$ cat src/rtl/cnn_layer_accel_weight_loader_if.sv
// Job descriptor, upstream weight stream and weight-table configuration
// signals of the weight loader, bundled as one bus.
// master: upstream job/weight source side; slave: the loader itself.
interface cnn_layer_accel_weight_loader_if #(
  parameter int unsigned C_WEIGHT_WIDTH = 16
);
  // upstream job descriptor and weight stream
  logic                      job_start;
  logic [15:0]               job_num_kernels;
  logic                      wht_in_valid;
  logic [C_WEIGHT_WIDTH-1:0] wht_in_data;
  logic                      wht_in_ready;

  // weight table configuration protocol and status
  logic                      job_accept;
  logic                      kernel_config_valid;
  logic [15:0]               num_kernels;
  logic                      config_mode;
  logic                      wht_config_wren;
  logic [C_WEIGHT_WIDTH-1:0] wht_config_data;
  logic                      config_done;
  logic                      busy;
  logic                      cfg_error;

  modport master (
    output job_start, job_num_kernels, wht_in_valid, wht_in_data,
    input  wht_in_ready, job_accept, kernel_config_valid, num_kernels,
           config_mode, wht_config_wren, wht_config_data, config_done,
           busy, cfg_error
  );

  modport slave (
    input  job_start, job_num_kernels, wht_in_valid, wht_in_data,
    output wht_in_ready, job_accept, kernel_config_valid, num_kernels,
           config_mode, wht_config_wren, wht_config_data, config_done,
           busy, cfg_error
  );
endinterface

$ cat src/rtl/cnn_layer_accel_weight_loader.sv
// Weight loader: buffers one 3x3 kernel of upstream weights at a time and
// replays it to the weight table as an unbroken burst, framed by the
// table's job-accept / kernel-config / config-mode handshake.
module cnn_layer_accel_weight_loader #(
  parameter int unsigned C_KERNEL_WORDS = 9,
  parameter int unsigned C_MAX_KERNELS  = 64,
  parameter int unsigned C_WEIGHT_WIDTH = 16
) (
  input logic                              clk,
  input logic                              rst,
  cnn_layer_accel_weight_loader_if.slave   bus
);

  typedef enum logic [2:0] {
    S_IDLE,
    S_ACCEPT,
    S_FILL,
    S_BURST,
    S_DONE
  } state_e;

  localparam logic [3:0]  LAST_WORD = 4'(C_KERNEL_WORDS - 1);
  localparam logic [15:0] MAX_K     = 16'(C_MAX_KERNELS);

  state_e                    state_q, state_d;
  logic [3:0]                word_cnt_q, word_cnt_d;
  logic [5:0]                kernel_idx_q, kernel_idx_d;
  logic [C_WEIGHT_WIDTH-1:0] wbuf_q [C_KERNEL_WORDS];
  logic [C_WEIGHT_WIDTH-1:0] wbuf_d [C_KERNEL_WORDS];

  logic                      ready_q, ready_d;
  logic                      job_accept_q, job_accept_d;
  logic                      kcv_q, kcv_d;
  logic [15:0]               num_kernels_q, num_kernels_d;
  logic                      mode_q, mode_d;
  logic                      wren_q, wren_d;
  logic [C_WEIGHT_WIDTH-1:0] data_q, data_d;
  logic                      done_q, done_d;
  logic                      busy_q, busy_d;
  logic                      err_q, err_d;

  logic                      hs;

  assign hs = bus.wht_in_valid & ready_q;

  // Next-state, buffer/counter update and next registered outputs.
  // Outputs are derived from state_d so every output register lines up
  // with the state register in the same cycle.
  always_comb begin
    state_d       = state_q;
    word_cnt_d    = word_cnt_q;
    kernel_idx_d  = kernel_idx_q;
    num_kernels_d = num_kernels_q;
    data_d        = data_q;
    err_d         = 1'b0;
    wbuf_d        = wbuf_q;

    unique case (state_q)
      S_IDLE: begin
        if (bus.job_start) begin
          if (bus.job_num_kernels < MAX_K) begin
            num_kernels_d = bus.job_num_kernels;
            state_d       = S_ACCEPT;
          end else begin
            err_d = 1'b1;
          end
        end
      end

      S_ACCEPT: begin
        word_cnt_d   = '0;
        kernel_idx_d = '0;
        state_d      = S_FILL;
      end

      S_FILL: begin
        if (hs) begin
          wbuf_d[word_cnt_q] = bus.wht_in_data;
          if (word_cnt_q == LAST_WORD) begin
            word_cnt_d = '0;
            state_d    = S_BURST;
            // first burst word is staged now so the write strobe and its
            // data appear together on the cycle after the last handshake
            data_d     = wbuf_d[0];
          end else begin
            word_cnt_d = word_cnt_q + 4'd1;
          end
        end
      end

      S_BURST: begin
        if (word_cnt_q == LAST_WORD) begin
          word_cnt_d = '0;
          if (kernel_idx_q == num_kernels_q[5:0]) begin
            state_d = S_DONE;
          end else begin
            kernel_idx_d = kernel_idx_q + 6'd1;
            state_d      = S_FILL;
          end
        end else begin
          word_cnt_d = word_cnt_q + 4'd1;
          data_d     = wbuf_q[word_cnt_d];
        end
      end

      S_DONE: begin
        state_d = S_IDLE;
      end

      default: begin
        state_d = S_IDLE;
      end
    endcase

    ready_d      = (state_d == S_FILL);
    job_accept_d = (state_d == S_ACCEPT);
    kcv_d        = (state_d == S_ACCEPT);
    mode_d       = (state_d == S_ACCEPT) || (state_d == S_FILL) ||
                   (state_d == S_BURST);
    wren_d       = (state_d == S_BURST);
    done_d       = (state_d == S_DONE);
    busy_d       = (state_d != S_IDLE);
  end

  // State, counters, kernel buffer and registered outputs.
  always_ff @(posedge clk or negedge rst) begin
    if (!rst) begin
      state_q       <= S_IDLE;
      word_cnt_q    <= '0;
      kernel_idx_q  <= '0;
      for (int unsigned i = 0; i < C_KERNEL_WORDS; i++) begin
        wbuf_q[i] <= '0;
      end
      ready_q       <= 1'b0;
      job_accept_q  <= 1'b0;
      kcv_q         <= 1'b0;
      num_kernels_q <= '0;
      mode_q        <= 1'b0;
      wren_q        <= 1'b0;
      data_q        <= '0;
      done_q        <= 1'b0;
      busy_q        <= 1'b0;
      err_q         <= 1'b0;
    end else begin
      state_q       <= state_d;
      word_cnt_q    <= word_cnt_d;
      kernel_idx_q  <= kernel_idx_d;
      wbuf_q        <= wbuf_d;
      ready_q       <= ready_d;
      job_accept_q  <= job_accept_d;
      kcv_q         <= kcv_d;
      num_kernels_q <= num_kernels_d;
      mode_q        <= mode_d;
      wren_q        <= wren_d;
      data_q        <= data_d;
      done_q        <= done_d;
      busy_q        <= busy_d;
      err_q         <= err_d;
    end
  end

  assign bus.wht_in_ready        = ready_q;
  assign bus.job_accept          = job_accept_q;
  assign bus.kernel_config_valid = kcv_q;
  assign bus.num_kernels         = num_kernels_q;
  assign bus.config_mode         = mode_q;
  assign bus.wht_config_wren     = wren_q;
  assign bus.wht_config_data     = data_q;
  assign bus.config_done         = done_q;
  assign bus.busy                = busy_q;
  assign bus.cfg_error           = err_q;

endmodule

$ cat src/flat_wrapper.sv
// flat-port wrapper written by rule: the top's interface ports become plain ports
module cnn_layer_accel_weight_loader_flat 
#(
  parameter int unsigned C_KERNEL_WORDS = 9,
  parameter int unsigned C_MAX_KERNELS  = 64,
  parameter int unsigned C_WEIGHT_WIDTH = 16
)
  (clk, rst, bus_job_start, bus_job_num_kernels, bus_wht_in_valid, bus_wht_in_data, bus_wht_in_ready, bus_job_accept, bus_kernel_config_valid, bus_num_kernels, bus_config_mode, bus_wht_config_wren, bus_wht_config_data, bus_config_done, bus_busy, bus_cfg_error);
  cnn_layer_accel_weight_loader_if #(.C_WEIGHT_WIDTH(C_WEIGHT_WIDTH)) bus_i ();
  input logic clk;
  input logic rst;
  input wire logic [$bits(bus_i.job_start)-1:0] bus_job_start;
  input wire logic [$bits(bus_i.job_num_kernels)-1:0] bus_job_num_kernels;
  input wire logic [$bits(bus_i.wht_in_valid)-1:0] bus_wht_in_valid;
  input wire logic [$bits(bus_i.wht_in_data)-1:0] bus_wht_in_data;
  output wire logic [$bits(bus_i.wht_in_ready)-1:0] bus_wht_in_ready;
  output wire logic [$bits(bus_i.job_accept)-1:0] bus_job_accept;
  output wire logic [$bits(bus_i.kernel_config_valid)-1:0] bus_kernel_config_valid;
  output wire logic [$bits(bus_i.num_kernels)-1:0] bus_num_kernels;
  output wire logic [$bits(bus_i.config_mode)-1:0] bus_config_mode;
  output wire logic [$bits(bus_i.wht_config_wren)-1:0] bus_wht_config_wren;
  output wire logic [$bits(bus_i.wht_config_data)-1:0] bus_wht_config_data;
  output wire logic [$bits(bus_i.config_done)-1:0] bus_config_done;
  output wire logic [$bits(bus_i.busy)-1:0] bus_busy;
  output wire logic [$bits(bus_i.cfg_error)-1:0] bus_cfg_error;
  assign bus_i.job_start = bus_job_start;
  assign bus_i.job_num_kernels = bus_job_num_kernels;
  assign bus_i.wht_in_valid = bus_wht_in_valid;
  assign bus_i.wht_in_data = bus_wht_in_data;
  assign bus_wht_in_ready = bus_i.wht_in_ready;
  assign bus_job_accept = bus_i.job_accept;
  assign bus_kernel_config_valid = bus_i.kernel_config_valid;
  assign bus_num_kernels = bus_i.num_kernels;
  assign bus_config_mode = bus_i.config_mode;
  assign bus_wht_config_wren = bus_i.wht_config_wren;
  assign bus_wht_config_data = bus_i.wht_config_data;
  assign bus_config_done = bus_i.config_done;
  assign bus_busy = bus_i.busy;
  assign bus_cfg_error = bus_i.cfg_error;
  cnn_layer_accel_weight_loader #(.C_KERNEL_WORDS(C_KERNEL_WORDS), .C_MAX_KERNELS(C_MAX_KERNELS), .C_WEIGHT_WIDTH(C_WEIGHT_WIDTH)) u_core (.clk(clk), .rst(rst), .bus(bus_i));
endmodule
$ cat config.mk
export PLATFORM = sky130hd
export DESIGN_NAME = cnn_layer_accel_weight_loader_flat
export DESIGN_NICKNAME = d
export VERILOG_FILES = /design/src/rtl/cnn_layer_accel_weight_loader_if.sv /design/src/rtl/cnn_layer_accel_weight_loader.sv /design/src/flat_wrapper.sv
export SDC_FILE = /design/constraint.sdc
export NUM_CORES = 1
export LEC_CHECK = 0
export CORE_ASPECT_RATIO = 1.4
export CORE_MARGIN = 2
export CORE_UTILIZATION = 40
export DETAILED_ROUTE_END_ITERATION = 12
export PLACE_DENSITY = 0.55
export REMOVE_ABC_BUFFERS = 1
export SLEW_MARGIN = 10
export SYNTH_ARGS = -nofsm -noshare
export SYNTH_HDL_FRONTEND = slang
export SYNTH_SLANG_ARGS = --single-unit
$ cat constraint.sdc
create_clock -name clk -period 2.8 [get_ports clk]
set_input_delay 0.56 -clock clk [delete_from_list [all_inputs] [get_ports clk]]
set_output_delay 0.56 -clock clk [all_outputs]
set_load 0.02 [all_outputs]
Word level (Yosys, flattened, before mapping). Index checks and enable logic that the tools add are counted.

Memories: 0. Memory bits (read-only): 0. RAM bits: 0. Bits in latches: 0. Logic and storage cells: 83. Bits of input ports: 36. Output and inout bits: 40. Register bits: 196.

Div/mod/pow operators: 0. Multiply operators: 0. $add $sub $neg: 2. Reductions and logical operators: 13. Eq/ne operators: 14. Shifts and indexed selects: 0. $lt $le $gt $ge: 4. Muxes and demuxes: 26. Bitwise operators: 3.

Operators with widths (count): 144-bit bitwise mux (1); 16-bit 2-to-1 mux (6); 16-bit binary-select mux with 4-bit select (1); 16-bit demux with 4-bit select (1); 16-bit case mux with 2 select lines (1); 3-bit 2-to-1 mux (6); 16-bit by 7-bit less-than comparator with 1-bit output, second input constant (1); 3-bit by 2-bit == test with 1-bit output, second input constant (4); 6-bit 2-to-1 mux (2); 3-bit case mux with 4 select lines (1); 4-bit case mux with 3 select lines (1); 6-bit case mux with 2 select lines (1); 5-bit >= comparator, second input constant (2); 4-bit inverter with 5-bit output (2); 4-bit 2-to-1 mux (2); 6-bit by 1-bit adder with 6-bit output, second input constant (1); 3-bit by 1-bit == test with 1-bit output, second input constant (2); 6-bit == test (1); 2-bit by 1-bit inequality test with 1-bit output, second input constant (3); 3-bit AND reduction (2); 3-bit nonzero test (2); 5-bit by 1-bit less-than comparator with 1-bit output, second input constant (1); 4-bit by 1-bit adder with 4-bit output, second input constant (1); 4-bit == test, second input constant (1); 10 further kinds (16).

Logic depth before layout (Yosys ltp).
Word-level depth: 9. Gate-level depth with buffers: 10. Mapped depth without buffers: 8.

Worst setup path before layout. OpenSTA, ideal clock, no wires.

Path kind: reg2reg. From: register u_core.word_cnt_q[0]. To: register u_core.data_q[11], in the netlist u_core.bus.wht_config_data[11]. Required time: 2.664 ns. Period minus slack after synthesis: 2.476 ns. Library setup time: 0.136 ns. Path buffers: 4. Stages on the path, launching flop included: 11. Setup slack: 0.324 ns. Data arrival time: 2.340 ns. Cell sequence: dfrtp_1 > buf_6 > inv_1 > ha_1 > buf_6 > buf_2 > buf_4 > mux4_2 > nor2b_1 > a2111oi_2 > a211oi_2.

Word-level cells in the longest chain between the ends: 9. Elaborated cells between the ends (all ways): 20. Classes of those cells: add/sub: 1; order compare: 2; eq/ne: 3; mux: 10; bitwise: 2; reduce/logical: 2.

Ends and longest elaborated chain: start, declared (line cnn_layer_accel_weight_loader.sv:26) `logic [3:0] word_cnt_q, word_cnt_d;`; start signal, assigned (line cnn_layer_accel_weight_loader.sv:146) `word_cnt_q <= word_cnt_d;`; parallel branches: the longest is 9 deep, another holds 4-bit by 1-bit adder with 4-bit output; end signal, assigned (line cnn_layer_accel_weight_loader.sv:155) `data_q <= data_d;`; end, declared (line cnn_layer_accel_weight_loader.sv:37) `logic [C_WEIGHT_WIDTH-1:0] data_q, data_d;`.

Parallel ways; which one is timed is not known. The select of a mux whose other input is x is not followed. A chain may end at the register's enable or synchronous reset.

Final worst setup path.
From: register u_core.word_cnt_q[0]. To: register u_core.data_q[9], in the netlist u_core.bus.wht_config_data[9].

The elaborated chain is that of the path after synthesis.

==> impl_metrics.ini <==
[clock_tree]
ctsLongestPathBuffers = 2
cts_resized = 0
hold_buffers = 0
cts-htree-levels = 4
cts.sinks = 196
cts_tree = built
root_buffer = clkbuf_16
clkLatencyLatePin_ns = 0.44
cts_buffers = 17
cts_setup_buffers = 0
clkSlewWorstSetupHoldPaths_ns = 0.07

[run_status]
outcome = completed

[power]
vdd_ir_drop_max_v = 0.000418
power_mw = 5.70
p_per_area_mw_per_mm2 = 506
leakage_nw = 5.08

[route]
postRouteWirelength_um = 23100
drc = 0
ant_nets = 0
drtIter0Drc = 366
viasPerCell = 5.54
wl_per_cell_um = 21.9
vias = 5845
firstDrtPassIters = 4

[sta]
clock_skew_ns = 0.00861
fmax_mhz = 402
drv_slew = 0
fin_crit_sh_pct = 88.9
hold_violations = 0
setup_viol = 0
rsz0062_at_grt = no
holdWs_ns = 0.142
period_needed_ns = 2.49
relSlewSlack_pct = 52.1
worst_pin_slew_ns = 0.719
setup_ws_ns = 0.311

[logic_synthesis]
synth_edf_count = 0
synth-seq-area-share_pct = 51.9
syn_avg_cell_area_um2 = 14.5
synth_flop_cell = dfrtp_1
syn_inst = 650
yosysWarningCount = 0
synthArstFlopShare_pct = 100
synth.cell_area_mm2 = 0.00945
ys_ff_latch = 196
synth_cell_types = 60

[final_layout]
diodes = 0
final_common_cell = dfrtp_1
final_cell_mix = 195 x dfrtp_1, 151 x mux2_2, 74 x clkdlybuf4s50_1
final_layout_size_suffix_gt1_share_pct = 38.7
finalNetCount = 779
multiInputGateArea_mm2 = 0.00416
fillers = 2004
area_growth_syn_to_layout_pct = 19.2
regArea_mm2 = 0.00491

[global_routing]
grt_pass1_wl_um = 36600
grt_overflow = 0
grt_max_degree = 69
gr-usage-met1_pct = 23.6
grt_util_all_layers_pct = 19.6
use_met2_pct = 34.9
antenna_found_initial = 0
grt_pass1_vias = 6328
busiest_layer = met2
use_met3_pct = 3.84

[floorplanning]
start_util_pct = 40.7
num_io_pins = 76
core_area_mm2 = 0.0232
die_x_um = 134
rows = 66
die_area_mm2 = 0.0249
dieHeight_um = 186

[critical_path]
r2r_cells = 7
worst_setup_path_end_kind = flip-flop
r2r_end = u_core.bus.wht_config_data[9]
slowest_stage = mux4_2
slowest_delay_ns = 0.54
worst_setup_path_start_kind = flip-flop
path_buf_inv = 2
cp_top_family = multiplexers
crit_chain = inv_1, ha_1, buf_4, mux4_2, nor2b_1, a2111oi_2, a211oi_2
reg2reg_from = u_core.word_cnt_q[0]
r2r_setup_slack_ns = 0.31
cp_max_fo = 14
cp_data_arrival_time_ns = 2.80
cp.required_ns = 3.11
critical_path_class = reg -> reg

[job]
drv_cap = 0

[place]
dp_hpwl_um = 15500
place_ws_ns = 0.157
io_buffers = 75
gp_congestion = 0.751

[hold_path]
holdCritPathClass = in -> async
==> layer usage <==
metal,vias up,part of all wire (%)
met1,3061,41
li1,2593,-
met4,0,2.6
met3,33,4.4
met2,158,52
met5,-,0
==> worst register-to-register path, delay by kind of cell, from the launching register on <==
family                   cells  cell delay (ns)
buffers and inverters        2             0.41
flip-flops                   1             0.37
multiplexers                 1             0.55
adder cells (fa/ha/maj)      1             0.38
AO/OA/AOI/OAI                2             0.50
AND/OR/NAND/NOR              1             0.16
==> worst max-delay path by stage <==
stage,depth (start not counted),to,start
after floorplan,6,u_core.bus.wht_config_data[1],u_core.word_cnt_q[0]
after global placement,7,u_core.bus.wht_in_ready,bus_job_num_kernels[10]
after detailed placement,7,u_core.bus.wht_in_ready,bus_job_num_kernels[10]
after CTS,9,u_core.bus.wht_config_data[2],u_core.word_cnt_q[0]
after global routing,9,u_core.bus.wht_config_data[2],u_core.word_cnt_q[0]
final,7,u_core.bus.wht_config_data[9],u_core.word_cnt_q[0]
==> logic make-up after synthesis <==
family | share of synthesized area (%)
buffers and inverters | 4.06
and+or+nand+nor | 10.4
xor gates and xnor gates | 0.741
AOI/OAI and AO/OA | 6.43
muxes | 25.8
adders and majority gates | 0.662
DFF | 51.9
==> power by group <==
group | internal (mW) | total (mW) | switching, mW
combinational | 0.0646 | 0.174 | 0.109
sequential | 2.83 | 2.84 | 0.00408
clock | 1.61 | 2.69 | 1.08
==> cell usage after synthesis, types with 8 or more instances <==
cell       count  area share, %
nor4_1        17            1.1
a211oi_2       9            1.2
buf_6         10            1.2
o21ai_0        8           0.42
nor2b_1       33            2.2
or3_1         17            1.1
mux2_2       151             18
mux4_2        27            6.4
nor2_1        23           0.91
and2_1        11           0.73
buf_4         23            1.8
dfrtp_1      196             52
a2111oi_2      8            1.3
==> area by class of cell <==
cell class	count	area share, %
Clock inverter	12	1.80
Inverter	7	0.233
Timing Repair Buffer	115	10.2
Sequential cell	196	43.5
Multi-Input combinational cell	401	36.9
Clock buffer	19	3.93
Tap cell	306	3.40
==> per-stage QoR <==
stage	cells	setup TNS (ns)	util (%)	cell area [um^2]
after floorplan	604	-30.13	-	9090
after global placement	1025	0	45.8	10600
after detailed placement	1025	0	45.8	10600
after CTS	1056	0	48.6	11300
after global routing	1056	0	48.6	11300
final	1056	0	48.6	11300
==> sequential cells by signal (all words and copies together), names as in the netlist <==
name,flops
u_core.bus.num_kernels,16
u_core.bus.busy,1
u_core.bus.config_done,1
u_core.bus.job_accept,1
u_core.state_q,3
u_core.bus.wht_config_data,16
u_core.bus.cfg_error,1
u_core.bus.wht_in_ready,1
u_core.kernel_idx_q,6
u_core.bus.wht_config_wren,1
u_core.wbuf_q,144
u_core.bus.config_mode,1
u_core.word_cnt_q,4
(Power assumes the default switching activity.)
